<file path="config.mk">
export PLATFORM = sky130hd
export DESIGN_NAME = card_dealer
export DESIGN_NICKNAME = d
export VERILOG_FILES = /design/src/rtl/poker_pkg.sv /design/src/rtl/card_dealer_lfsr16.sv /design/src/rtl/card_dealer.sv
export SDC_FILE = /design/constraint.sdc
export NUM_CORES = 1
export LEC_CHECK = 0
export CAP_MARGIN = 15
export CORE_MARGIN = 10
export CORE_UTILIZATION = 30
export DETAILED_ROUTE_END_ITERATION = 7
export MAX_ROUTING_LAYER = met4
export PLACE_DENSITY = 0.5
export SYNTH_ARGS = -nofsm -noshare
export SYNTH_HDL_FRONTEND = slang
export SYNTH_SLANG_ARGS = --single-unit
</file>
<file path="constraint.sdc">
create_clock -name clk -period 3.1 [get_ports clk]
set_input_delay 0.775 -clock clk [delete_from_list [all_inputs] [get_ports clk]]
set_output_delay 0.775 -clock clk [all_outputs]
set_load 0.005 [all_outputs]
</file>
<file path="src/rtl/poker_pkg.sv">
// poker_pkg: shared definitions for the card dealing path.
//   - round_e      : round encodings driven by the round sequencer
//   - DECK_SIZE    : cards in the deck (index 0..51)
//   - NUM_SLOTS    : board slots (2 hole, 3 flop, turn, river)
//   - card_t       : {rank, suit} as shown on the display
//   - deal_t       : how many cards a round deals and where they start
//   - deal_lookup  : round -> deal_t
//   - idx_to_card  : deck index -> card_t (rank = idx % 13, suit = idx / 13)
package poker_pkg;

    typedef enum logic [2:0] {
        PREFLOP = 3'd0,
        FLOP    = 3'd1,
        TURN    = 3'd2,
        RIVER   = 3'd3,
        TALLYUP = 3'd4
    } round_e;

    localparam int DECK_SIZE = 52;
    localparam int NUM_SLOTS = 7;
    localparam int NUM_RANKS = 13;

    typedef struct packed {
        logic [3:0] rank;   // 0..12 = 2..A
        logic [1:0] suit;   // 0..3 = C, D, H, S
    } card_t;

    typedef struct packed {
        logic [1:0] count;  // cards to deal this round
        logic [2:0] first;  // first board slot written
    } deal_t;

    // Tallyup and the unused codes 5-7 deal nothing.
    function automatic deal_t deal_lookup(input logic [2:0] r);
        deal_t d;
        d = '0;
        case (r)
            PREFLOP: d = '{count: 2'd2, first: 3'd0};
            FLOP:    d = '{count: 2'd3, first: 3'd2};
            TURN:    d = '{count: 2'd1, first: 3'd5};
            RIVER:   d = '{count: 2'd1, first: 3'd6};
            default: d = '0;
        endcase
        return d;
    endfunction

    function automatic card_t idx_to_card(input logic [5:0] idx);
        card_t c;
        c.rank = 4'(idx % 6'(NUM_RANKS));
        c.suit = 2'(idx / 6'(NUM_RANKS));
        return c;
    endfunction

endpackage

</file>
<file path="src/rtl/card_dealer_lfsr16.sv">
// lfsr16: free-running 16-bit Fibonacci LFSR, taps 16,14,13,11.
// Shifts right; the feedback bit enters at bit 15.
// Ports:
//   clk      in   system clock
//   reset_n  in   synchronous active-low reset, loads SEED
//   q        out  current LFSR state
module lfsr16 #(
    parameter logic [15:0] SEED = 16'hACE1
) (
    input  logic        clk,
    input  logic        reset_n,
    output logic [15:0] q
);

    logic [15:0] q_reg;
    logic        feedback;

    assign feedback = q_reg[0] ^ q_reg[2] ^ q_reg[3] ^ q_reg[5];
    assign q        = q_reg;

    always_ff @(posedge clk) begin
        if (!reset_n) begin
            q_reg <= SEED;
        end else begin
            q_reg <= {feedback, q_reg[15:1]};
        end
    end

endmodule

</file>
<file path="src/rtl/card_dealer.sv">
// card_dealer: on each round-advance pulse, deals the cards of the round just
// entered from a 52-card deck, never repeating a card within one hand.
// Candidates come from an LFSR; after MAX_TRIES misses a linear scan finds the
// lowest free card. Dealt cards are held per board slot for the display.
// Ports:
//   clk         in   system clock
//   reset_n     in   synchronous active-low reset
//   deal_start  in   1-cycle pulse: deal for `round`
//   round       in   round code sampled with deal_start
//   rd_slot     in   display read address (0-1 hole, 2-4 flop, 5 turn, 6 river)
//   rd_rank     out  rank at rd_slot, 4'hF when empty (combinational)
//   rd_suit     out  suit at rd_slot, 0 when empty (combinational)
//   card_valid  out  1-cycle pulse per committed card
//   card_slot   out  slot of the committed card, valid with card_valid
//   busy        out  deal in progress
//   overrun     out  1-cycle pulse: deal_start dropped because busy
module card_dealer
    import poker_pkg::*;
#(
    parameter logic [15:0] SEED      = 16'hACE1,
    parameter int          MAX_TRIES = 8
) (
    input  logic       clk,
    input  logic       reset_n,
    input  logic       deal_start,
    input  logic [2:0] round,
    input  logic [2:0] rd_slot,
    output logic [3:0] rd_rank,
    output logic [1:0] rd_suit,
    output logic       card_valid,
    output logic [2:0] card_slot,
    output logic       busy,
    output logic       overrun
);

    localparam logic [1:0] ST_IDLE = 2'd0;
    localparam logic [1:0] ST_DRAW = 2'd1;
    localparam logic [1:0] ST_SCAN = 2'd2;
    localparam logic [1:0] ST_EMIT = 2'd3;

    localparam int TRY_W = $clog2(MAX_TRIES + 1);

    logic [15:0]          lfsr_q;
    logic [1:0]           state_reg;
    logic [1:0]           count_reg;
    logic [2:0]           slot_reg;
    logic [5:0]           cand_reg;
    logic [5:0]           scan_reg;
    logic [TRY_W-1:0]     tries_reg;
    logic [DECK_SIZE-1:0] used_reg;
    logic                 overrun_reg;
    card_t                slot_card_reg [NUM_SLOTS];
    logic                 slot_full_reg [NUM_SLOTS];

    deal_t      req;
    logic       accept;
    logic       new_hand;
    logic       emit_we;
    logic [5:0] draw_idx;
    logic       draw_ok;

    lfsr16 #(.SEED(SEED)) u_lfsr (
        .clk     (clk),
        .reset_n (reset_n),
        .q       (lfsr_q)
    );

    assign req      = deal_lookup(round);
    assign accept   = (state_reg == ST_IDLE) && deal_start && (req.count != 2'd0);
    assign new_hand = accept && (round == PREFLOP);
    assign emit_we  = (state_reg == ST_EMIT);
    assign draw_idx = lfsr_q[5:0];
    // The range test guards the bitmap lookup for indices 52..63.
    assign draw_ok  = (draw_idx < 6'(DECK_SIZE)) && !used_reg[draw_idx];

    assign card_valid = emit_we;
    assign card_slot  = emit_we ? slot_reg : 3'd0;
    assign busy       = (state_reg != ST_IDLE);
    assign overrun    = overrun_reg;

    always_ff @(posedge clk) begin
        if (!reset_n) begin
            state_reg   <= ST_IDLE;
            count_reg   <= '0;
            slot_reg    <= '0;
            cand_reg    <= '0;
            scan_reg    <= '0;
            tries_reg   <= '0;
            used_reg    <= '0;
            overrun_reg <= 1'b0;
        end else begin
            // Zero-count requests are no-ops even while busy, so they never overrun.
            overrun_reg <= deal_start && (state_reg != ST_IDLE) && (req.count != 2'd0);
            case (state_reg)
                ST_IDLE: begin
                    if (accept) begin
                        if (new_hand) begin
                            used_reg <= '0;
                        end
                        slot_reg  <= req.first;
                        count_reg <= req.count;
                        tries_reg <= '0;
                        state_reg <= ST_DRAW;
                    end
                end
                ST_DRAW: begin
                    if (draw_ok) begin
                        cand_reg  <= draw_idx;
                        state_reg <= ST_EMIT;
                    end else if (tries_reg == TRY_W'(MAX_TRIES - 1)) begin
                        scan_reg  <= '0;
                        state_reg <= ST_SCAN;
                    end else begin
                        tries_reg <= tries_reg + 1'b1;
                    end
                end
                ST_SCAN: begin
                    // At most 7 cards are used, so a free index is always found.
                    if (!used_reg[scan_reg]) begin
                        cand_reg  <= scan_reg;
                        state_reg <= ST_EMIT;
                    end else begin
                        scan_reg <= scan_reg + 1'b1;
                    end
                end
                default: begin // ST_EMIT
                    used_reg[cand_reg] <= 1'b1;
                    count_reg          <= count_reg - 1'b1;
                    slot_reg           <= slot_reg + 1'b1;
                    tries_reg          <= '0;
                    state_reg          <= (count_reg == 2'd1) ? ST_IDLE : ST_DRAW;
                end
            endcase
        end
    end

    // One register pair per board slot; a new hand empties every slot.
    genvar gi;
    generate
        for (gi = 0; gi < NUM_SLOTS; gi++) begin : g_slot
            always_ff @(posedge clk) begin
                if (!reset_n || new_hand) begin
                    slot_full_reg[gi] <= 1'b0;
                    slot_card_reg[gi] <= '0;
                end else if (emit_we && (slot_reg == 3'(gi))) begin
                    slot_full_reg[gi] <= 1'b1;
                    slot_card_reg[gi] <= idx_to_card(cand_reg);
                end
            end
        end
    endgenerate

    // Address 7 matches no slot and reads as empty.
    always_comb begin
        rd_rank = 4'hF;
        rd_suit = 2'd0;
        for (int i = 0; i < NUM_SLOTS; i++) begin
            if ((rd_slot == 3'(i)) && slot_full_reg[i]) begin
                rd_rank = slot_card_reg[i].rank;
                rd_suit = slot_card_reg[i].suit;
            end
        end
    end

endmodule

</file>
==> results of run 1 <==
placed cells by master (no fill, tap or decap), types with 11 or more instances in the layout:
cell type	instances
ha_1	13
nand3_1	20
nor2_1	113
mux2i_1	18
dfxtp_1	90
and2_1	12
mux4_2	25
buf_4	45
o21ai_0	14
a21oi_1	60
inv_1	23
clkdlybuf4s50_1	11
edfxtp_1	48
nand2_1	46
clkbuf_16	17
nor3_1	16
nand2b_1	12
layer usage:
metal,global-route usage,vias to the layer above,routed length (µm)
li1,-,2623,-
met1,0.169,2564,9040
met2,0.181,83,8270
met3,0.0250,11,518
met4,0.0366,0,203
met5,-,-,0
final cells by class:
type                            count  share of cell area
Clock buffer                       18              0.0502
Sequential cell                   141               0.387
Timing Repair Buffer               68              0.0675
Multi-Input combinational cell    493               0.420
Clock inverter                     14              0.0186
Inverter                           25              0.0110
Tap cell                          313              0.0458
power by group:
group / total, mW / switching, mW / internal (mW)
clock: 2.04 / 0.837 / 1.20
combinational: 1.68 / 1.02 / 0.655
sequential: 2.14 / 0.0925 / 2.05
critical path: stages (launching register included):
cell and delay [ns]:
dfxtp_2 0.33, inv_2 0.04, or3_4 0.36, a21boi_4 0.15, ha_2 0.19, a211o_1 0.30, a21o_1 0.21, nand2_4 0.10
ha_4 0.14, inv_2 0.04, o2111ai_4 0.21, a31o_1 0.16, and3_4 0.24, mux2_4 0.36, nor2_1 0.11
cell families (layout without fill, tap and decap cells):
kind of cell,Yosys count,count (layout),synth area share
xor+xnor,8,8,0.0111
compound gates,137,137,0.135
mux,54,54,0.125
fa+ha+maj,16,16,0.0287
simple gates,278,278,0.187
buf+inv,62,125,0.0396
flops,141,141,0.473
cells in the mapped netlist, types with 6 or more instances:
library cell | count | area [µm²]
xor2_1 | 6 | 52.6
nand3_1 | 24 | 120
nand2_1 | 48 | 180
mux2i_1 | 18 | 180
edfxtp_1 | 48 | 1440
dfxtp_1 | 93 | 1860
nor2_1 | 118 | 443
ha_1 | 16 | 200
nor3_1 | 17 | 85.1
nor2b_1 | 9 | 56.3
a21o_1 | 6 | 45.0
and2_1 | 12 | 75.1
mux2_2 | 10 | 113
and3_1 | 10 | 62.6
nand2b_1 | 12 | 75.1
o21ai_0 | 14 | 70.1
a21oi_1 | 60 | 300
o22ai_1 | 12 | 75.1
mux4_2 | 25 | 563
clkbuf_1 | 26 | 97.6
inv_1 | 25 | 93.8
stage by stage:
stage	hold WS [ns]	utilization	setup TNS, ns	setup slack, ns	cell area, µm²
floorplan	0.386	-	-0.196	-0.0377	7030
global placement	0.389	0.341	-4.19	-0.493	7760
detailed placement	0.396	0.341	-4.34	-0.503	7760
CTS	0.412	0.370	-0.234	-0.118	8430
global route	0.426	0.375	-1.44	-0.101	8550
finish	0.408	0.375	0	0.0173	8550
worst min path at each step:
stage                                   end  slack [ns]  cells after the start
global placement    u_lfsr.q[11]$_SDFF_PN1_        0.39                      1
detailed placement  u_lfsr.q[11]$_SDFF_PN1_        0.40                      1
floorplan           u_lfsr.q[10]$_SDFF_PN1_        0.39                      1
CTS                 u_lfsr.q[13]$_SDFF_PN1_        0.41                      1
global route        u_lfsr.q[11]$_SDFF_PN1_        0.43                      1
finish              u_lfsr.q[10]$_SDFF_PN1_        0.41                      1
what timing repair did:
action                                 CTS  global route
setup endpoints to repair               27            40
resized for setup                       23            29
endpoints found under the hold margin    0             0
setup buffers                            2             6
pin swaps                                5             7
==> flow_metrics.tcl, run 1 <==
set metrics [dict create \
    routabilityCongestion 0.839 \
    first_global_vias 5221 \
    synthesis.nets 721 \
    fin_skew_ns 0.0103 \
    place_hpwl_um 12700 \
    multiInputGateArea_um2 3590 \
    hold_buffers 0 \
    p_leak_nw 3.15 \
    syn-instance-count 696 \
    dr.pass1.iters 5 \
    drc 0 \
    grt_pass1_wl_um 29000 \
    htree_levels 4 \
    crit_required_ns 3.37 \
    port_buffers 20 \
    grt.overflow.total 0 \
    critPathLaunchType "register" \
    post-route-period-util 0.994 \
    crit_path_start "cand_reg[5]$_SDFFE_PN0P_" \
    nets 771 \
    diodes 0 \
    cts_made_buffers 17 \
    synth_area_um2 6980 \
    crit_type "register to register" \
    die_h_um 173 \
    ff2ff_path_depth 14 \
    ios 21 \
    slew_headroom 0.290 \
    setup_viol 0 \
    yosysSeqAreaShare 0.473 \
    wl_um 18000 \
    grt_max_degree 38 \
    wire_per_inst_um 16.8 \
    dieArea_um2 29800 \
    endpoint_kind "register" \
    instances_no_fill 1072 \
    initial_core_util 0.306 \
    cts_sinks 141 \
    p_total_mw 5.86 \
    core-area_um2 22800 \
    outcome "finished, final reports clean" \
    regArea_um2 3310 \
    syn_to_final_growth_pct 22.4 \
    hold_viol 0 \
    grt_usage 0.124 \
    p_per_area_nw_per_um2 685 \
    rsz0062_at_grt "yes" \
    clockRootBuffer "clkbuf_16" \
    nFillCells 2289 \
    fin_crit_ns 3.08 \
    vdd_drop_max_v 0.000336 \
    layout-drive-gt1-share 0.216 \
    hold_path.class "register to register" \
    grt_antenna_before_repair 0 \
    dp.cells 1032 \
    rr_startpoint "cand_reg[5]$_SDFFE_PN0P_" \
    routed_via_density 4.93 \
    ys.flop_type "dfxtp_1" \
    largest_reg_flops 52 \
    die_x_um 173 \
    critPathCapture "slot_card_reg[2][3]$_SDFFCE_PN0P_" \
    drtIter0Drc 369 \
    rows 55 \
    cts_buffer_depth 2 \
    drv_slew 0 \
    critPathMaxFanout 7 \
    ys_async_sr_fraction 0 \
    timing.fmax_ghz 0.324 \
    cts_tree "yes" \
    vias 5281 \
    synth.distinct_cells 69 \
    timing.rr.end "slot_card_reg[2][3]$_SDFFCE_PN0P_" \
    worstPathArrival_ns 3.35 \
    clk_latency_ns 0.42 \
    synth_edf_count 48 \
    ys_warn_count 0 \
    holdCritStartpoint "u_lfsr.q[11]$_SDFF_PN1_" \
    ant_nets 0 \
    maxCapViolCount 0 \
    rrSetupSlack_ns 0.02 \
    clkTransAtPathRegs_ns 0.06 \
    ys_ff_latch 141 \
    synth_area_per_cell_um2 10.0 \
    worst_slew_pin_slew_ns 1.06 \
]
No activity file was read; power rests on OpenSTA's default activity.
==> run 2: changes to the inputs <==
--- a/config.mk
+++ b/config.mk
@@ -9,8 +9,10 @@
 export CORE_MARGIN = 10
 export CORE_UTILIZATION = 30
 export DETAILED_ROUTE_END_ITERATION = 7
+export HOLD_SLACK_MARGIN = 0.1
 export MAX_ROUTING_LAYER = met4
 export PLACE_DENSITY = 0.5
+export SETUP_SLACK_MARGIN = 0.3
 export SYNTH_ARGS = -nofsm -noshare
 export SYNTH_HDL_FRONTEND = slang
 export SYNTH_SLANG_ARGS = --single-unit
==> run 2 against run 1 <==
Hold slack got worse by 0.0025 ns. Sequential share of layout area fell by 0.076 points. Clock power fell by 3%.
==> flow_metrics.tcl, run 2 (same netlist as run 1, synthesis figures left out) <==
set metrics [dict create \
    crit_family "compound AO/OA/AOI/OAI gates" \
    rows 55 \
    dpl_cell_area_um2 7780 \
    outcome "finished, final reports clean" \
    htree_levels 4 \
    clkTransAtPathRegs_ns 0.07 \
    clockRootBuffer "clkbuf_16" \
    grt_max_degree 38 \
    routed_via_density 4.97 \
    p_leak_nw 3.16 \
    p_total_mw 5.76 \
    min_to "u_lfsr.q[13]$_SDFF_PN1_" \
    syn_to_final_growth_pct 22.7 \
    rsz0062_at_grt "yes" \
    dieArea_um2 29800 \
    cts_made_buffers 17 \
    cp_slowest_cell "mux2_4" \
    instances_no_fill 1075 \
    tns_ns 0 \
    dr.pass1.iters 4 \
    endpoint_kind "register" \
    port_buffers 20 \
    grt_pass1_wl_um 29400 \
    hold_path.class "register to register" \
    drtIter0Drc 396 \
    die_x_um 173 \
    hold_viol 0 \
    wire_per_inst_um 16.8 \
    critPathMaxStageDelay_ns 0.37 \
    setup_viol 0 \
    grt_antenna_before_repair 0 \
    timing.fmax_ghz 0.324 \
    final_common_cell "nor2_1" \
    nFillCells 2259 \
    wl_um 18100 \
    die_h_um 173 \
    core-area_um2 22800 \
    place_hpwl_um 12700 \
    final_util 0.376 \
    worst_slew_pin_slew_ns 1.10 \
    largest_reg_flops 52 \
    routabilityCongestion 0.845 \
    diodes 0 \
    critPathMaxFanout 7 \
    crit_required_ns 3.38 \
    clk_latency_ns 0.43 \
    vias 5344 \
    cts_tree "yes" \
    vdd_drop_max_v 0.000336 \
    dp.cells 1035 \
    path_cells "inv_4, or3_4, a21boi_4, ha_2, a211o_1, a21o_1, nand2_2, ha_4, inv_2, o2111ai_4, a31o_1, and3_4, mux2_4, nor2_2" \
    initial_core_util 0.306 \
    cts_buffer_depth 2 \
    drc 0 \
    rr_startpoint "cand_reg[5]$_SDFFE_PN0P_" \
    worstPathArrival_ns 3.37 \
    nets 774 \
    crit_type "register to register" \
    grt.overflow.total 0 \
    slew_headroom 0.264 \
    timing.rr.end "slot_card_reg[3][3]$_SDFFCE_PN0P_" \
    grt_usage 0.125 \
    mostFrequentLayoutCells "nor2_1, dfxtp_1, a21oi_1" \
    post-route-period-util 0.995 \
    maxCapViolCount 0 \
    ff2ff_path_depth 14 \
    cts_sinks 141 \
    p_per_area_nw_per_um2 672 \
    holdPathStages 1 \
    first_global_vias 5266 \
    rrSetupSlack_ns 0.02 \
    critPathLaunchType "register" \
    layout-drive-gt1-share 0.223 \
    ant_nets 0 \
    fin_skew_ns 0.0119 \
    ios 21 \
    hold_buffers 0 \
    fin_crit_ns 3.08 \
    design_area_um2 8570 \
    drv_slew 0 \
    critPathBufInv 2 \
    holdCritStartpoint "u_lfsr.q[14]$_SDFF_PN0_" \
]
==> run 2: cell count changes in the layout (fill, tap and decap cells not counted), sizes merged, moves of 2 or more <==
cell,previous run,this run
buf,50,57
clkbuf,20,18
dlymetal6s2s,2,0
bufinv,2,0
==> run 2: power by group <==
part / leakage (nW) / total (mW) / switching [mW] / internal (mW)
combinational: 1.63 / 1.66 / 1.02 / 0.639
sequential: 1.26 / 2.14 / 0.0895 / 2.05
clock: 0.274 / 1.97 / 0.891 / 1.07
total: 3.16 / 5.76 / 2.00 / 3.76
==> run 2: timing repair <==
| action | in CTS | in global routing |
|---|---|---|
| endpoints found under the hold margin | 0 | 0 |
| setup endpoints to repair | 41 | 92 |
| pin swaps | 13 | 8 |
| setup buffers | 6 | 2 |
| resized for setup | 63 | 11 |
==> run 2: area by class of cell <==
class | instances | area (µm²) | share of cell area
Clock buffer | 18 | 439 | 0.0513
Timing Repair Buffer | 71 | 603 | 0.0704
Tap cell | 313 | 392 | 0.0457
Clock inverter | 14 | 129 | 0.0150
Inverter | 25 | 96.3 | 0.0112
Multi-Input combinational cell | 493 | 3600 | 0.420
Sequential cell | 141 | 3310 | 0.386
==> run 2: how the worst max path moves through the flow <==
stage	start	end	cells after the start
floorplan	cand_reg[5]$_SDFFE_PN0P_	slot_card_reg[4][3]$_SDFFCE_PN0P_	16
global placement	rd_slot[2]	rd_rank[3]	6
detailed placement	rd_slot[2]	rd_rank[1]	6
CTS	cand_reg[5]$_SDFFE_PN0P_	slot_card_reg[3][3]$_SDFFCE_PN0P_	14
global route	cand_reg[5]$_SDFFE_PN0P_	slot_card_reg[3][3]$_SDFFCE_PN0P_	14
finish	cand_reg[5]$_SDFFE_PN0P_	slot_card_reg[3][3]$_SDFFCE_PN0P_	14
==> run 2: stage by stage <==
stage                     hold slack (ns)  setup WS, ns
final                               0.406        0.0159
after CTS                           0.405      -0.00795
after detailed placement            0.393        -0.519
after global placement              0.388        -0.473
after global routing                0.413        -0.143
after floorplan                     0.386       -0.0232
==> run 2: per-layer routing <==
layer | GRT usage | vias up | share of wire
met5 | - | - | 0
met1 | 0.170 | 2617 | 0.50
met4 | 0.0417 | 0 | 0.011
met2 | 0.181 | 93 | 0.45
met3 | 0.0281 | 14 | 0.043
li1 | - | 2620 | -
